===== src/rtl/axi4_bus_pkg.sv =====
// rtl/axi4_bus_pkg.sv - AXI4 response codes and write-sequencer states
package axi4_bus_pkg;

    typedef enum logic [1:0] {
        OKAY   = 2'b00,
        EXOKAY = 2'b01,
        SLVERR = 2'b10,
        DECERR = 2'b11
    } axi4_resp_t;

    typedef enum logic [1:0] {
        IDLE = 2'b00,
        REQ  = 2'b01,
        RESP = 2'b10
    } wr_ctrl_state_t;

endpackage


===== src/rtl/axi4_s_bus_wr_ctrl.sv =====
// rtl/axi4_s_bus_wr_ctrl.sv - pops AW/W pairs, issues one register-bus write, pushes one B response
module axi4_s_bus_wr_ctrl
    import axi4_bus_pkg::*;
#(
    parameter int unsigned    A_W     = 32,
    parameter int unsigned    D_W     = 32,
    parameter logic [A_W-1:0] BASE    = 'h0000_0000,
    parameter logic [A_W:0]   SIZE    = 'h0001_0000,
    parameter int unsigned    TIMEOUT = 256,
    parameter int unsigned    CNT_W   = 16
) (
    input  logic               aclk,
    input  logic               aresetn,
    input  logic               aw_rd_empty,
    output logic               aw_rd_en,
    input  logic [A_W-1:0]     aw_addr,
    input  logic               w_rd_empty,
    output logic               w_rd_en,
    input  logic [D_W-1:0]     w_data,
    input  logic [D_W/8-1:0]   w_strb,
    input  logic               b_wr_full,
    output logic               b_wr_en,
    output logic [1:0]         b_resp,
    output logic               reg_wr_req,
    output logic [A_W-1:0]     reg_addr,
    output logic [D_W-1:0]     reg_wdata,
    output logic [D_W/8-1:0]   reg_wstrb,
    input  logic               reg_ack,
    input  logic               reg_err,
    output logic               busy,
    output logic [CNT_W-1:0]   err_cnt
);

    wr_ctrl_state_t state;
    logic [31:0]    timer;
    logic           pop;
    logic           in_window;
    logic [A_W:0]   addr_ext;
    logic [A_W:0]   win_lo;
    logic [A_W:0]   win_hi;

    // One extra bit keeps BASE+SIZE from wrapping back into low addresses.
    assign addr_ext  = {1'b0, aw_addr};
    assign win_lo    = {1'b0, BASE};
    assign win_hi    = win_lo + SIZE;
    assign in_window = (addr_ext >= win_lo) && (addr_ext < win_hi);

    assign pop      = (state == IDLE) && !aw_rd_empty && !w_rd_empty;
    assign aw_rd_en = pop;
    assign w_rd_en  = pop;
    assign b_wr_en  = (state == RESP) && !b_wr_full;
    assign busy     = (state != IDLE);

    always_ff @(posedge aclk or negedge aresetn) begin
        if (!aresetn) begin
            state      <= IDLE;
            timer      <= '0;
            reg_wr_req <= 1'b0;
            reg_addr   <= '0;
            reg_wdata  <= '0;
            reg_wstrb  <= '0;
            b_resp     <= OKAY;
            err_cnt    <= '0;
        end else begin
            case (state)
                IDLE: begin
                    if (pop) begin
                        reg_addr  <= aw_addr - BASE;
                        reg_wdata <= w_data;
                        reg_wstrb <= w_strb;
                        if (in_window) begin
                            timer      <= '0;
                            reg_wr_req <= 1'b1;
                            state      <= REQ;
                        end else begin
                            b_resp <= DECERR;
                            state  <= RESP;
                        end
                    end
                end
                REQ: begin
                    // An ack arriving in the expiry cycle still completes normally.
                    if (reg_ack) begin
                        b_resp     <= reg_err ? SLVERR : OKAY;
                        reg_wr_req <= 1'b0;
                        state      <= RESP;
                    end else if ((TIMEOUT != 0) && (timer == TIMEOUT - 32'd1)) begin
                        b_resp     <= SLVERR;
                        reg_wr_req <= 1'b0;
                        state      <= RESP;
                    end else begin
                        timer <= timer + 32'd1;
                    end
                end
                RESP: begin
                    if (!b_wr_full) begin
                        state <= IDLE;
                    end
                end
                default: begin
                    state      <= IDLE;
                    reg_wr_req <= 1'b0;
                end
            endcase

            if (b_wr_en && (b_resp != OKAY) && (err_cnt != {CNT_W{1'b1}})) begin
                err_cnt <= err_cnt + 1'b1;
            end
        end
    end

endmodule


===== config.mk =====
export PLATFORM = sky130hd
export DESIGN_NAME = axi4_s_bus_wr_ctrl
export DESIGN_NICKNAME = d
export VERILOG_FILES = /design/src/rtl/axi4_bus_pkg.sv /design/src/rtl/axi4_s_bus_wr_ctrl.sv
export SDC_FILE = /design/constraint.sdc
export NUM_CORES = 1
export LEC_CHECK = 0
export ABC_CLOCK_PERIOD_IN_PS = 4100
export CORE_UTILIZATION = 45
export DETAILED_ROUTE_END_ITERATION = 10
export HOLD_SLACK_MARGIN = 0.02
export PLACE_DENSITY = 0.77
export SYNTH_ARGS = -nofsm -noshare
export SYNTH_HDL_FRONTEND = slang
export SYNTH_SLANG_ARGS = --single-unit

===== constraint.sdc =====
create_clock -name aclk -period 4.1 [get_ports aclk]
set_clock_uncertainty 0.1 [all_clocks]
set_input_delay 0.82 -clock aclk [delete_from_list [all_inputs] [get_ports aclk]]
set_output_delay 0.82 -clock aclk [all_outputs]
set_load 0.03 [all_outputs]

# Yosys cells after proc, flatten, opt, wreduce, memory -nomap -nowiden
# Cells that the tools add are included.
totals:
  regBits: 121
  inputBits: 75
  output_inout_bits: 91
  word_cells: 63
op_classes:
  n_addsub: 2
  order_cmp: 2
  n_eq_ne: 11
  mux: 21
  bitwise_logic: 1
  reduce_logical: 18
ops:
  columns: ["op", "count"]
  rows:
  - ["$mux W32", 4]
  - ["$pmux W32 S2", 1]
  - ["$add A32 B1 Y32 const B", 1]
  - ["$eq A32 B8 Y1 const B", 1]
  - ["$ge A32 B1 Y1 const B", 1]
  - ["$lt A32 B17 Y1 const B", 1]
  - ["$mux W2", 9]
  - ["$add A16 B1 Y16 const B", 1]
  - ["$ne A16 B16 Y1 const B", 1]
  - ["$ne A2 B2 Y1 const B", 6]
  - ["$reduce_and A4 Y1", 2]
  - ["$logic_and A1 B1 Y1", 6]
  - ["$pmux W2 S3", 1]
  - ["$reduce_bool A2 Y1", 3]
  - ["$reduce_and A5 Y1", 1]
  - ["$mux W1", 4]
  - ["$pmux W2 S2", 1]
  - ["$logic_not A1 Y1", 3]
  - ["$ne A3 B3 Y1 const B", 1]
  - ["$pmux W1 S3", 1]
  - ["$reduce_and A3 Y1", 1]
  - ["$eq A2 B1 Y1 const B", 1]
  - ["$eq A2 B2 Y1 const B", 1]
  - ["$logic_not A2 Y1", 1]
  - ["2 further kinds", 2]

# Logic depth before layout (Yosys ltp)
logic_depth:
  ltp_word: 5
  depth_mapped: 7
  mapped_depth_nobuf: 6

# Worst setup path after synthesis
# Ideal clock, no wire load.
synth_path:
  path_kind: "in2out"
  from: "input port aw_rd_empty"
  to: "output port w_rd_en"
  t_arrival_ns: 1.918
  path_slack_ns: 1.262
  path_stages: 4
  path_buffers: 3
  path_cell_list: "nor3_2 -> buf_2 -> buf_2 -> buf_4"
synth_between:
  elab_chain_cells: 3
synth_lines:
  columns: ["item", "line", "source"]
  rows:
  - ["from (decl)", "axi4_s_bus_wr_ctrl.sv:14", "input logic aw_rd_empty,"]
  - ["$logic_not A1 Y1", "axi4_s_bus_wr_ctrl.sv:48", "assign pop = (state == IDLE) && !aw_rd_empty && !w_rd_empty;"]
  - ["$logic_and A1 B1 Y1 (2 in a row)", "axi4_s_bus_wr_ctrl.sv:48", null]
  - ["to (decl)", "axi4_s_bus_wr_ctrl.sv:18", "output logic w_rd_en,"]
# Every way passes these cells.

# Final worst setup path
layout_path:
  from: "input port aw_rd_empty"
  to: "output port aw_rd_en"
layout_between:
  elab_chain_cells: 3
layout_lines:
  columns: ["item", "line", "source"]
  rows:
  - ["$logic_not A1 Y1", "axi4_s_bus_wr_ctrl.sv:48", null]
  - ["$logic_and A1 B1 Y1 (2 in a row)", "axi4_s_bus_wr_ctrl.sv:48", null]
  - ["to (decl)", "axi4_s_bus_wr_ctrl.sv:15", "output logic aw_rd_en,"]
# Every way passes these cells.

==> summary.md <==
| Metric | Value |
|---|---|
| Root buffer cell | clkbuf_16 |
| Avg WL per Cell | 16.9 um |
| TNS Setup | 0 ns |
| CTS Buf Count | 17 |
| Global Route Usage Sum | 22.1% |
| Total Wirelength | 12.6 mm |
| RSZ-0062 raised after global routing | no |
| Kind of critical path | input pin to output pin |
| Grt total ovfl | 0 |
| CTS tree | built |
| Postcts setup bufs | 0 |
| Relative slew slack | 17.1% |
| Die height | 110 um |
| H-tree depth | 4 |
| Critical Path Fanout Max | 3 |
| Crit. End Element | output pin |
| Final period util | 80.2% |
| DRT antenna net count | 0 |
| Comb power frac | 25.9% |
| I/O Buffers | 165 |
| Hold buffers post-CTS | 0 |
| Post-synthesis xor/xnor area fraction | 4.85% |
| Yosys top cell area share | 57.8% |
| Final core occ | 67.2% |
| I/O pin cnt | 166 |
| Max-cap violations | 0 |
| First-pass GRT wire length | 20.1 mm |
| Internal Power | 2.90 mW |
| Largest family of logic cells by synthesized area | multiplexers |
| Initial antenna violation count | 0 |
| Initial core utilization | 46.1% |
| Hold/Removal Path Class | flop to flop |
| Die area | 0.0121 sq mm |
| Post-synthesis compound-gate area fraction | 4.59% |
| Dominant cell type by area after synthesis | dfrtp_1 |
| GP Congestion | 0.810 |
| Adder-Cell Fraction of Synth Area | 0.478% |
| Clk Latency, worst-skew pair | 0.40 ns |
| Max Buffers Root-to-Sink | 2 |
| Core ar. | 0.0114 sq mm |
| Drt pass-1 iters | 4 |
| Commonest non-fill, non-tap cells in the layout | 164 x clkdlybuf4s50_1, 121 x dfrtp_1, 68 x mux2_2, 27 x nor2_1, 21 x xor2_1 |
| Worst EP arrival | 2.37 ns |
| Proportion of layout cells with a drive suffix above 1 | 18.8% |
| Die width | 110 um |
| Max Freq | 0.304 GHz |
| Fillers | 823 |
| Peak VDD IR | 316 uV |
| Largest net degree at the start of global routing | 71 |
| Flops & latches, synth | 121 |
| Lkg Pwr | 3.21 nW |
| Seq pwr share | 36.5% |
| Status | complete, no violations |
| Final count of negative-setup-slack endpoints | 0 |
| DR vias/cell | 5.36 |
| Flop2flop setup slack | 1.21 ns |
| Pins Over Slew Limit | 0 |
| Detail Placement HPWL | 8.86 mm |
| Clk pwr share | 37.6% |
| Area contributors post-synth | dfrtp_1 58%, mux2_2 15%, xor2_1 3.5% |
| Register area share after synthesis | 57.8% |
| Period minus WS final | 3.29 ns |
| Nets | 672 |
| Syn Area/Cell | 12.3 sq um |
| DRC | 0 |
| Area growth syn-to-layout | 45.9% |
| Vias | 4021 |
| Sw Ratio | 28.7% |
| Synth cell types | 43 |
| Vias in the first global route | 4050 |
| Clock Sinks | 121 |
| Post-synthesis mux area share | 15.4% |
| Site Rows | 39 |
| Antenna cells | 0 |
| Post-Synthesis Net Count | 501 |
| Worst EP required | 3.18 ns |
| Most common cell after layout, fill and taps aside | clkdlybuf4s50_1 |
| Slew @ Worst Pin | 1.23 ns |
| Final Hold Viols | 0 |
| Yosys Warn Count | 0 |
| Mapped Cells | 424 |
| Cts repair resizes | 0 |
| Sw Pwr | 1.17 mW |
| CTS clk-pin slew, worst paths | 0.05 ns |
| Simple-gate portion of the synthesized area | 14.5% |
| PD cells | 532 mW/mm^2 |
| 1st-iter DRT viols | 248 |
| Crit path launch type | input pin |
| Post-Syn Area | 0.00524 sq mm |
==> power groups by stage <==
stage          sequential [mW]  combinational [mW]  clock [mW]
5_1_grt                   1.51                1.11        1.62
4_1_cts                   1.48                1.07        1.56
6_report                  1.48                1.05        1.53
2_1_floorplan             1.84               0.202           0
3_3_place_gp              1.49                1.04           0
3_5_place_dp              1.50                1.06           0
==> critical path, stage by stage <==
cell and delay [ns]:
clkdlybuf4s50_1 0.46, nor3_4 0.34, clkdlybuf4s50_1 0.74
==> state kept, by name, indices dropped and copies added, names as in the netlist <==
name	flops
reg_wr_req	1
reg_wdata	32
b_resp	2
err_cnt	16
reg_addr	32
timer	32
state	2
reg_wstrb	4
==> layer usage <==
layer	vias to the layer above	wire length (um)	global-route usage, %	part of all wire, %
met3	14	985	9.48	7.8
li1	1879	-	-	-
met1	1996	5140	26.7	41
met5	-	0	0	0
met2	132	6350	35.1	50
met4	0	176	7.81	1.4
==> synth_stat cells (all sizes together) <==
master   count
dfrtp      121
mux2        69
nor2        27
xor2        21
nand3       20
nand2       19
nand4       19
nor4        14
o21ai       12
buf         11
inv         10
nor3        10
a21oi        9
or3          8
xnor2        8
clkbuf       6
o211ai       6
o31ai        5
and3         3
and4         3
mux2i        3
or2          3
or4          3
a31oi        2
ha           2
nor3b        2
o311ai       2
and2         1
nand2b       1
nor4b        1
o2111ai      1
o221ai       1
or3b         1
==> area by class of cell <==
class	instances	area, sq um	share of cell area, %
clock inverter	7	114	1.49
multi-input combinational	276	2090	27.4
tap	143	179	2.34
sequential	121	3030	39.6
inverter	10	37.5	0.491
timing repair buffer	169	1690	22.1
clock buffer	24	502	6.57
==> cells by family (layout without fill, tap and decap cells) <==
logic type,after synthesis,in the layout
AND/OR/NAND/NOR,135,135
flip-flops,121,121
multiplexers,72,72
AO/OA/AOI/OAI,38,38
XOR/XNOR,29,29
buffers and inverters,27,210
adder cells (fa/ha/maj),2,2
==> per-stage QoR <==
| stage | std cells | setup slack (ns) | hold slack [ns] | total power [mW] | cell area, sq um |
|---|---|---|---|---|---|
| floorplan | 424 | 1.26 | 0.385 | 2.04 | 5240 |
| global placement | 719 | 0.720 | 0.375 | 2.53 | 7030 |
| global route | 750 | 0.767 | 0.417 | 4.24 | 7640 |
| detailed placement | 719 | 0.618 | 0.374 | 2.56 | 7030 |
| finish | 750 | 0.810 | 0.400 | 4.06 | 7640 |
| CTS | 750 | 0.782 | 0.405 | 4.11 | 7640 |
==> path summary, 6_finish.rpt <==
path	end	startpoint	cells after the start
setup / recovery	aw_rd_en	aw_rd_empty	3
hold / removal	reg_addr[10]$_DFFE_PN0P_	reg_addr[10]$_DFFE_PN0P_	1
setup reg to reg	timer[3]$_DFFE_PN0P_	state[0]$_DFFE_PN0P_	6
hold reg to reg	reg_addr[10]$_DFFE_PN0P_	reg_addr[10]$_DFFE_PN0P_	1
max in group asynchronous	err_cnt[14]$_DFFE_PN0P_	aresetn	2
min in group asynchronous	reg_wr_req$_DFFE_PN0P_	aresetn	1
Power figures use the tool's default switching activity.
